**src/rtl/reset_sequencer.sv**
```systemverilog
// Power-on / PLL-lock reset sequencer: lock filter, programmable hold, then staggered release of NUM_CH channels.
// Build option RSTSEQ_SOFT_RST_EN adds soft_rst_req, which restarts the sequence from HOLD without re-filtering lock.
module reset_sequencer #(
  parameter int HOLD_CYCLES    = 10000,
  parameter int NUM_CH         = 3,
  parameter int STAGGER_CYCLES = 256,
  parameter int LOCK_FILTER    = 16,
  parameter int CNT_W          = 16
) (
  input  logic              clk,
  input  logic              RSTb,
  input  logic              pll_lock,
`ifdef RSTSEQ_SOFT_RST_EN
  input  logic              soft_rst_req,
`endif
  output logic [NUM_CH-1:0] rst_n_out,
  output logic              ready,
  output logic [1:0]        state_dbg,
  output logic [7:0]        lock_loss_cnt
);

  typedef enum logic [1:0] {
    S_WAIT_LOCK = 2'd0,
    S_HOLD      = 2'd1,
    S_STAGGER   = 2'd2,
    S_RUN       = 2'd3
  } state_t;

  localparam logic [CNT_W-1:0] LF_LAST    = CNT_W'(LOCK_FILTER - 1);
  localparam logic [CNT_W-1:0] HOLD_LAST  = CNT_W'(HOLD_CYCLES - 1);
  localparam logic [CNT_W-1:0] STAG_LAST  = CNT_W'(STAGGER_CYCLES - 1);

  function automatic logic [7:0] sat_inc8(input logic [7:0] v);
    return (v == 8'hFF) ? v : v + 8'd1;
  endfunction

  logic              r_lock_p0;
  logic              r_lock_p1;
  logic              w_lock_s;
  logic              w_soft;

  state_t            r_state;
  logic [CNT_W-1:0]  r_cnt;
  logic [NUM_CH-1:0] r_rst_n;
  logic              r_ready;
  logic [7:0]        r_llc;

  state_t            w_state_nxt;
  logic [CNT_W-1:0]  w_cnt_nxt;
  logic [CNT_W-1:0]  w_cnt_inc;
  logic [NUM_CH-1:0] w_rst_n_nxt;
  logic [NUM_CH-1:0] w_rst_shift;
  logic              w_ready_nxt;
  logic [7:0]        w_llc_nxt;

  // Stage p0/p1: lock synchroniser, deliberately not reset so it is already settled when RSTb rises
  always_ff @(posedge clk) begin
    r_lock_p0 <= pll_lock;
    r_lock_p1 <= r_lock_p0;
  end

  assign w_lock_s = r_lock_p1;

`ifdef RSTSEQ_SOFT_RST_EN
  assign w_soft = soft_rst_req;
`else
  assign w_soft = 1'b0;
`endif

  // Next released pattern: shift a one in from bit 0 so release order is strictly ascending
  assign w_rst_shift = NUM_CH'({r_rst_n, 1'b1});
  assign w_cnt_inc   = r_cnt + CNT_W'(1);

  always_comb begin
    w_state_nxt = r_state;
    w_cnt_nxt   = r_cnt;
    w_rst_n_nxt = r_rst_n;
    w_ready_nxt = r_ready;
    w_llc_nxt   = r_llc;

    case (r_state)
      S_WAIT_LOCK: begin
        w_rst_n_nxt = '0;
        w_ready_nxt = 1'b0;
        if (!w_lock_s) begin
          w_cnt_nxt = '0;
        end else if (r_cnt == LF_LAST) begin
          w_state_nxt = S_HOLD;
          w_cnt_nxt   = '0;
        end else begin
          w_cnt_nxt = w_cnt_inc;
        end
      end

      S_HOLD: begin
        if (!w_lock_s) begin
          w_state_nxt = S_WAIT_LOCK;
          w_cnt_nxt   = '0;
          w_rst_n_nxt = '0;
          w_ready_nxt = 1'b0;
          w_llc_nxt   = sat_inc8(r_llc);
        end else if (r_cnt == HOLD_LAST) begin
          w_cnt_nxt   = '0;
          w_rst_n_nxt = w_rst_shift;
          if (NUM_CH == 1) begin
            w_state_nxt = S_RUN;
            w_ready_nxt = 1'b1;
          end else begin
            w_state_nxt = S_STAGGER;
          end
        end else begin
          w_cnt_nxt = w_cnt_inc;
        end
      end

      S_STAGGER: begin
        if (!w_lock_s) begin
          w_state_nxt = S_WAIT_LOCK;
          w_cnt_nxt   = '0;
          w_rst_n_nxt = '0;
          w_ready_nxt = 1'b0;
          w_llc_nxt   = sat_inc8(r_llc);
        end else if (w_soft) begin
          w_state_nxt = S_HOLD;
          w_cnt_nxt   = '0;
          w_rst_n_nxt = '0;
          w_ready_nxt = 1'b0;
        end else if (r_cnt == STAG_LAST) begin
          w_cnt_nxt   = '0;
          w_rst_n_nxt = w_rst_shift;
          if (&w_rst_shift) begin
            w_state_nxt = S_RUN;
            w_ready_nxt = 1'b1;
          end
        end else begin
          w_cnt_nxt = w_cnt_inc;
        end
      end

      S_RUN: begin
        w_rst_n_nxt = '1;
        w_ready_nxt = 1'b1;
        if (!w_lock_s) begin
          w_state_nxt = S_WAIT_LOCK;
          w_cnt_nxt   = '0;
          w_rst_n_nxt = '0;
          w_ready_nxt = 1'b0;
          w_llc_nxt   = sat_inc8(r_llc);
        end else if (w_soft) begin
          w_state_nxt = S_HOLD;
          w_cnt_nxt   = '0;
          w_rst_n_nxt = '0;
          w_ready_nxt = 1'b0;
        end
      end

      default: begin
        w_state_nxt = S_WAIT_LOCK;
        w_cnt_nxt   = '0;
        w_rst_n_nxt = '0;
        w_ready_nxt = 1'b0;
      end
    endcase
  end

  // Stage p2: sequencer state and registered outputs
  always_ff @(posedge clk) begin
    if (!RSTb) begin
      r_state <= S_WAIT_LOCK;
      r_cnt   <= '0;
      r_rst_n <= '0;
      r_ready <= 1'b0;
      r_llc   <= 8'd0;
    end else begin
      r_state <= w_state_nxt;
      r_cnt   <= w_cnt_nxt;
      r_rst_n <= w_rst_n_nxt;
      r_ready <= w_ready_nxt;
      r_llc   <= w_llc_nxt;
    end
  end

  assign rst_n_out     = r_rst_n;
  assign ready         = r_ready;
  assign state_dbg     = r_state;
  assign lock_loss_cnt = r_llc;

endmodule

```
**config.mk**
```make
export PLATFORM = sky130hd
export DESIGN_NAME = reset_sequencer
export DESIGN_NICKNAME = d
export VERILOG_FILES = /design/src/rtl/reset_sequencer.sv
export SDC_FILE = /design/constraint.sdc
export NUM_CORES = 1
export LEC_CHECK = 0
export BUFFER_PORTS_ARGS = -buffer_cell sky130_fd_sc_hd__buf_4
export CORE_UTILIZATION = 55
export DETAILED_ROUTE_END_ITERATION = 10
export PLACE_DENSITY = 0.77
export SLEW_MARGIN = 20
export SYNTH_ARGS = -nofsm -noshare
export SYNTH_HDL_FRONTEND = slang
export SYNTH_SLANG_ARGS = --single-unit
```
**constraint.sdc**
```tcl
create_clock -name clk -period 2.9 [get_ports clk]
set_input_delay 0.29 -clock clk [delete_from_list [all_inputs] [get_ports clk]]
set_output_delay 0.29 -clock clk [all_outputs]
set_load 0.005 [all_outputs]
```
Word-level counts from Yosys, hierarchy flattened

Index checks and enable logic that the tools add are counted.

Equality and inequality tests: 14
Bitwise operators: 2
Add/sub/neg operators: 2
Multiplexer cells: 29
Reductions and logical operators: 7

Operators with widths:

| kind                  | count |
|---|---|
| $mux 16               | 7 |
| $pmux 16 s4           | 1 |
| $add 16x1->16 const B | 1 |
| $eq 16x14->1 const B  | 1 |
| $eq 16x4->1 const B   | 1 |
| $eq 16x8->1 const B   | 1 |
| $mux 2                | 8 |
| $mux 3                | 5 |
| $pmux 3 s4            | 1 |
| $ne 3x3->1 const B    | 3 |
| $add 8x1->8 const B   | 1 |
| $eq 8x8->1 const B    | 1 |
| $ne 2x2->1 const B    | 4 |
| $pmux 2 s4            | 1 |
| $reduce_and 3->1      | 2 |
| $reduce_and 6->1      | 1 |
| $mux 1                | 5 |
| $eq 2x2->1 const B    | 2 |
| $pmux 1 s4            | 1 |
| $reduce_and 2->1      | 2 |
| $reduce_or 3->1       | 1 |
| $eq 2x1->1 const B    | 1 |
| $logic_not 2->1       | 1 |
| $not 1->1             | 2 |

Register bits: 32
Output and inout port bits: 14

Longest topological paths before layout

Gate-level depths: netlist of run 1.

Depth after elaboration: 5
Mapped depth: 7

Least setup slack after synthesis of run 1

OpenSTA, ideal clock, no wires.

Path type: reg-to-reg
Start point: reg r_cnt[11]
End point: reg r_cnt[15]
Arrival time: 1969 ps
Slack: 816 ps
Buffers on the path: 1
Library setup time: 115 ps
Cell stages (with the launch flop): 7
Period minus slack after synthesis: 2084 ps
Cells stage by stage: dfxtp_1 or4_4 o41ai_4 o32ai_2 o31ai_4 buf_6 nor2_1

Word-level cells in the longest chain between the ends: 4

RTL lines:

| what                                  | RTL line     | text |
|---|---|---|
| from (decl)                           | 43           | `logic [CNT_W-1:0] r_cnt;` |
| from (signal assigned)                | 176          | `r_cnt <= w_cnt_nxt;` |
| $add 16x1->16 (tied with other cells) | 72           | `assign w_cnt_inc = r_cnt + CNT_W'(1);` |
| $mux 16, on equally long branches     | 128, 102, 87 |  |
| $mux 16, on equally long branches     | 117, 85, 96  |  |
| $pmux 16 s4 (*)                       | 81           | `case (r_state)` |

Every way passes the cells marked *; elsewhere a longest branch is shown, timed or not.
A chain may end at the register's enable or synchronous reset.

Final worst setup path of run 1

Start point: reg r_cnt[11]
End point: reg r_cnt[11]

Same word-level chain as after synthesis.

==> impl_metrics.csv, run 1 <==
group,metric,value,unit
sta,slew_headroom,59.1,%
placed_design,post-dp-hpwl,2220,um
clock_network,clk_latency,0.34,ns
detailed_routing,drtIter0Drc,39,
synthesis,synth_edf_count,0,
synthesis,synth_warnings,0,
job,cap_violations,0,
setup_path,critPathTopFamily,"simple AND/OR/NAND/NOR gates",
sta,rsz0062_at_grt,"false",
global_routing,grt_overflow_total,0,
die,initial_core_util,59.2,%
sta,tightest_slew,0.614,ns
sta,fin_skew,0.00715,ns
min_path,hold_depth,1,
placed_design,place_area,1790,um^2
die,core,2810,um^2
synthesis,synth_top_area_share,38.6,%
detailed_routing,drtPass1Iterations,4,
synthesis,syn_area,1660,um^2
clock_network,cts-resized-gates,0,
clock_network,cts_tree,"yes",
power,ir_drop,0.312,mV
synthesis,yosysTopAreaCell,"dfxtp_1",
detailed_routing,drc,0,
synthesis,avgSynthCellArea,8.98,um^2
clock_network,max-clock-path-buffers,2,
setup_path,worstSetupPathType,"reg -> reg",
clock_network,path_clk_slew,0.10,ns
power,intPower,0.000563,W
outcome,outcome,"completed",
synthesis,synthesis.nets,195,
global_routing,grt_max_degree,21,
synthesis,synthCells,185,
clock_network,cts_root_buf,"clkbuf_4",
cells_and_area,layout-drive-gt1-share,17.2,%
setup_path,cp.arrival,2.62,ns
synthesis,synth_flop_cell,"dfxtp_1",
clock_network,numCtsBuffers,5,
sta,finalCriticalPeriod,2.41,ns
power,pwr-share-clk,36.7,%
cells_and_area,finalNonFillerCells,234,
detailed_routing,via_per_inst,5.65,
global_routing,antenna_found_initial,0,
power,leakagePower,0.696,nW
power,p_seq_share,61.1,%
global_routing,grt_use_total,21.0,%
detailed_routing,routed_wl,3070,um
setup_path,path_buf_inv,0,
die,pin_count,17,
cells_and_area,fin_nets,212,
setup_path,rr_worst_depth,5,
setup_path,start_kind,"flop",
setup_path,cpPeakStageDelay,0.59,ns
cells_and_area,syn2layout_area_growth,11.4,%
clock_network,post_cts.repair.setup_buffers,0,
sta,setup_viol,0,
sta,max_freq,415,MHz
sta,finalHoldViolCount,0,
setup_path,cp.depth,5,
power,power_density,394,nW/um^2
placed_design,portBuffers,16,
power,comb_power_share,2.2,%
clock_network,cts-htree-levels,2,
setup_path,crit_fanout,14,
synthesis,async_flop_share,0,%
synthesis,synthDistinctLibCells,44,
synthesis,ys_seq_area_share,38.6,%
die,row_count,19,
setup_path,worstSetupEndpointType,"flop",
detailed_routing,vias,1321,
setup_path,path_cells,"or4_4 > nor4_2 > o32ai_2 > o31ai_4 > nor2_1",
detailed_routing,wl_per_cell,13.1,um
die,die_h,57.0,um
clock_network,cts_num_sinks,32,
setup_path,critPathRequiredTime,3.11,ns
clock_network,hold_buffers,0,
power,power.net_switching,0.000166,W
min_path,holdCritPathClass,"in -> reg",
sta,drv_slew,0,
global_routing,grt_pass1_vias,1238,
global_routing,grt_pass1_wl,5250,um
placed_design,dp_cells,226,
setup_path,slowest_stage,"or4_4",
sta,fin_crit_sh,83.2,%
detailed_routing,antenna_left,0,
cells_and_area,n_antenna_cell,0,
sta,setup_tns,0,ns
power,swShare,22.8,%
die,die-width,57.0,um
cells_and_area,design_area,1850,um^2
die,dieArea,3250,um^2
synthesis,synth.area.top_cells,"dfxtp_1, nor2_1, xnor2_1, ha_1, nand2_1",
placed_design,gp_congestion,0.857,
synthesis,ys_ff_latch,32,
==> worst reg2reg max path, cell delays in order, from the launching register on <==
cell and delay, ns:
dfxtp_1 0.37, or4_4 0.59, nor4_2 0.45, o32ai_2 0.18, o31ai_4 0.58, nor2_1 0.12
==> power by group through the flow <==
stage | combinational [W] | clock [W] | sequential, W
4_1_cts | 0.0000166 | 0.000273 | 0.000445
6_report | 0.0000163 | 0.000267 | 0.000446
3_5_place_dp | 0.0000166 | 0 | 0.000456
2_1_floorplan | 0.0000148 | 0 | 0.000454
5_1_grt | 0.0000186 | 0.000288 | 0.000446
3_3_place_gp | 0.0000159 | 0 | 0.000456
==> final timing paths <==
path	from	end	slack (ns)
setup / recovery	r_cnt[11]	r_cnt[11]	0.49
hold / removal	pll_lock	r_lock_p0	0.05
setup reg to reg	r_cnt[11]	r_cnt[11]	0.49
hold reg to reg	r_lock_p0	r_lock_p1	0.35
==> Yosys cell counts, drive strengths merged, types with 4 or more instances <==
cell type,n
xnor2,11
nor4,4
nor2,27
inv,5
clkbuf,4
nor3,5
nand2,19
xor2,8
dfxtp,32
ha,7
and2,7
nand4,9
a21boi,5
mux2i,4
==> cell usage in the layout (no fill, tap or decap), types with 4 or more instances in the layout <==
cell,instances
nor2_1,27
nor3_1,5
and2_1,6
nand2_1,19
buf_4,16
xnor2_1,11
clkbuf_4,5
dfxtp_1,32
inv_1,5
xor2_1,8
nand4_1,9
ha_1,7
mux2i_1,4
a21boi_0,5
==> registers in the layout, indices dropped and copies added (netlist names) <==
register	count
rst_n_out	3
r_lock_p0	1
r_lock_p1	1
r_cnt	16
ready	1
lock_loss_cnt	8
state_dbg	2
==> layout make-up <==
class                   instances  area, um^2
inverters                       5        18.8
multi-input cells             142         971
clock buffers                   6        51.3
fillers                       220         955
clock inverters                 2        10.0
flip-flops and latches         32         641
repair buffers                 16         120
well taps                      31        38.8
==> metrics by stage <==
step | power (W) | hold slack, ns | setup slack [ns] | util, %
3_3_place_gp | 0.000471 | 0.319 | 0.629 | 63.8
6_report | 0.000729 | 0.0465 | 0.488 | 66.0
4_1_cts | 0.000735 | 0.0388 | 0.465 | 66.0
2_1_floorplan | 0.000468 | 0.310 | 0.816 | -
3_5_place_dp | 0.000472 | 0.314 | 0.481 | 63.8
5_1_grt | 0.000753 | 0.0338 | 0.296 | 66.0
==> layer usage <==
layer	share of wire (%)	global-route usage [%]
met4	1.8	12.5
met2	47	33.6
met3	3.0	4.76
met5	0	0
met1	48	26.0
==> logic make-up (layout without fill, tap and decap cells) <==
group / after synthesis / in the layout / synth area share, %
AOI/OAI and AO/OA: 25 / 25 / 13.6
xor gates and xnor gates: 19 / 19 / 10.0
adders and majority gates: 7 / 7 / 5.27
buffers and inverters: 11 / 29 / 3.01
DFF: 32 / 32 / 38.6
muxes: 4 / 4 / 2.41
and+or+nand+nor: 87 / 87 / 27.1
Power figures use the tool's default switching activity.
==> inputs of run 2 (changes only) <==
--- a/config.mk
+++ b/config.mk
@@ -6,7 +6,7 @@
 export NUM_CORES = 1
 export LEC_CHECK = 0
 export BUFFER_PORTS_ARGS = -buffer_cell sky130_fd_sc_hd__buf_4
-export CORE_UTILIZATION = 55
+export CORE_UTILIZATION = 52
 export DETAILED_ROUTE_END_ITERATION = 10
 export PLACE_DENSITY = 0.77
 export SLEW_MARGIN = 20
==> constraint.sdc (replaced) <==
create_clock -name clk -period 2 [get_ports clk]
set_input_delay 0.2 -clock clk [delete_from_list [all_inputs] [get_ports clk]]
set_output_delay 0.2 -clock clk [all_outputs]
set_load 0.005 [all_outputs]
==> run 2 against run 1 <==
Against the previous run:
- the flow now finishes with violations (setup timing)
- register-to-register slack got worse by 0.51 ns
- critical path depth rose by 1
- sequential share of layout area fell by 4.8 points
- combinational power rose by 140%
- hold slack improved by 0.18 ns
- total power rose by 46%
- clock power rose by 43%
- final area rose by 17%
- critical path type unchanged
- largest cell class unchanged
- largest power group unchanged
==> impl_metrics.csv, run 2 (synthesized netlist as in run 1, its figures left out) <==
group,metric,value,unit
die,row_count,20,
outcome,outcome,"complete, but fails checks",
die,core,3050,um^2
sta,fin_skew,0.00258,ns
cells_and_area,fill_cells,245,
sta,timing.final.ws_setup,-0.0180,ns
sta,slew_headroom,78.0,%
sta,setup_tns,-0.0266,ns
setup_path,cpPeakStageDelay,0.55,ns
sta,rsz0062_at_grt,"true",
sta,setup_viol,2,
setup_path,startpoint,"r_cnt[4]",
detailed_routing,routed_wl,3750,um
setup_path,start_kind,"flop",
setup_path,cp.depth,6,
clock_network,cts-htree-levels,2,
setup_path,slowest_stage,"or4_4",
cells_and_area,seqCellArea,643,um^2
placed_design,gp_congestion,0.805,
detailed_routing,drtPass1Iterations,4,
setup_path,rr_worst_depth,6,
setup_path,timing.rr.start,"r_cnt[4]",
sta,fin_crit_sh,101,%
clock_network,cts_num_sinks,32,
clock_network,path_clk_slew,0.09,ns
detailed_routing,drc,0,
detailed_routing,vias,1473,
detailed_routing,antenna_left,0,
power,ir_drop,0.526,mV
cells_and_area,syn2layout_area_growth,29.8,%
cells_and_area,multiInputGateArea,1040,um^2
outcome,violations,"setup timing",
die,dieArea,3430,um^2
cells_and_area,fin_nets,240,
sta,tightest_slew,0.329,ns
setup_path,reg2reg_to,"state_dbg[0]",
job,cap_violations,0,
die,die-width,58.5,um
setup_path,crit_fanout,2,
setup_path,critPathRequiredTime,2.26,ns
setup_path,worstSetupPathType,"reg -> reg",
sta,drv_slew,0,
placed_design,post-dp-hpwl,2590,um
cells_and_area,design_area,2160,um^2
setup_path,critPathTopFamily,"compound AO/OA/AOI/OAI gates",
sta,finalCriticalPeriod,2.02,ns
cells_and_area,layout_common_cells,"buf_4, dfxtp_1, nor2_1",
global_routing,grt_use_total,23.7,%
die,die_h,58.5,um
setup_path,reg2reg_slack,-0.02,ns
clock_network,clk_latency,0.33,ns
sta,finalHoldViolCount,0,
setup_path,cp-endpoint,"state_dbg[0]",
power,power_density,494,nW/um^2
setup_path,cp.arrival,2.28,ns
detailed_routing,via_per_inst,5.36,
detailed_routing,drtIter0Drc,64,
clock_network,cts_root_buf,"clkbuf_4",
cells_and_area,layout-drive-gt1-share,31.2,%
global_routing,antenna_found_initial,0,
power,leakagePower,0.840,nW
global_routing,grt_overflow_total,0,
placed_design,portBuffers,16,
die,initial_core_util,54.4,%
global_routing,grt_max_degree,21,
cells_and_area,final_common_cell,"buf_4",
setup_path,worstSetupEndpointType,"flop",
cells_and_area,n_antenna_cell,0,
clock_network,cts_tree,"yes",
setup_path,path_cells,"or4_4 > o41ai_4 > buf_4 > a21oi_2 > a211oi_2 > mux2i_1",
global_routing,grt_pass1_vias,1412,
cells_and_area,largest_reg_flops,16,
clock_network,max-clock-path-buffers,2,
cells_and_area,largest_register,"r_cnt",
placed_design,place_area,2010,um^2
sta,max_freq,496,MHz
setup_path,path_buf_inv,1,
detailed_routing,wl_per_cell,13.6,um
clock_network,numCtsBuffers,5,
die,pin_count,17,
min_path,holdCritPathClass,"in -> reg",
global_routing,grt_pass1_wl,6070,um
run 2: changes by cell type in the layout (fill, tap and decap cells not counted), moves of 2 or more:
cell and delta:
buf_4 +25, nor4_4 +2, dfxtp_1 -2, dfxtp_2 +2, buf_6 +2
run 2: what timing repair did:
item,CTS,global route
setup buffers,0,1
gates resized for setup,5,9
hold buffers,1,0
endpoints found under the setup margin,17,24
pin swaps,5,3
endpoints found under the hold margin,1,0
run 2: worst min-delay path by stage:
stage              from                to  slack [ns]  cells past startpoint
4_1_cts            RSTb  lock_loss_cnt[7]        0.20                      2
3_3_place_gp   pll_lock         r_lock_p0        0.31                      1
5_1_grt            RSTb  lock_loss_cnt[7]        0.22                      2
3_5_place_dp   pll_lock         r_lock_p0        0.31                      1
2_1_floorplan  pll_lock         r_lock_p0        0.23                      0
6_report           RSTb  lock_loss_cnt[7]        0.23                      2
run 2: per-layer routing:
metal | up-vias | track usage [%] | share of wire (%)
met5 | - | 0 | 0
met4 | 0 | 13.3 | 1.9
met3 | 6 | 6.15 | 4.3
met2 | 34 | 39.7 | 51
met1 | 694 | 27.4 | 43
li1 | 739 | - | -
run 2: cell type report:
cell class	instances	area share (%)
inverters	5	0.870
well taps	44	2.55
multi-input cells	142	48.1
flip-flops and latches	32	29.8
repair buffers	44	15.8
clock inverters	2	0.464
clock buffers	6	2.38
run 2: where the power goes:
part / switching (W) / total, W / leakage (nW) / internal, W
registers: 0.00000202 / 0.000643 / 0.260 / 0.000641
logic: 0.0000212 / 0.0000398 / 0.542 / 0.0000186
clock network: 0.000216 / 0.000383 / 0.0380 / 0.000167
run 2: metrics by stage:
step	worst slack (ns)	hold slack, ns	total power [W]	util, %	std cells
detailed placement	-0.0751	0.306	0.000694	65.9	265
floorplan	-0.0834	0.228	0.000679	-	185
global placement	-0.00442	0.306	0.000692	65.9	265
finish	-0.0180	0.226	0.00107	70.7	275
global route	-0.0941	0.215	0.00111	70.7	275
CTS	-0.0297	0.203	0.00108	69.0	274
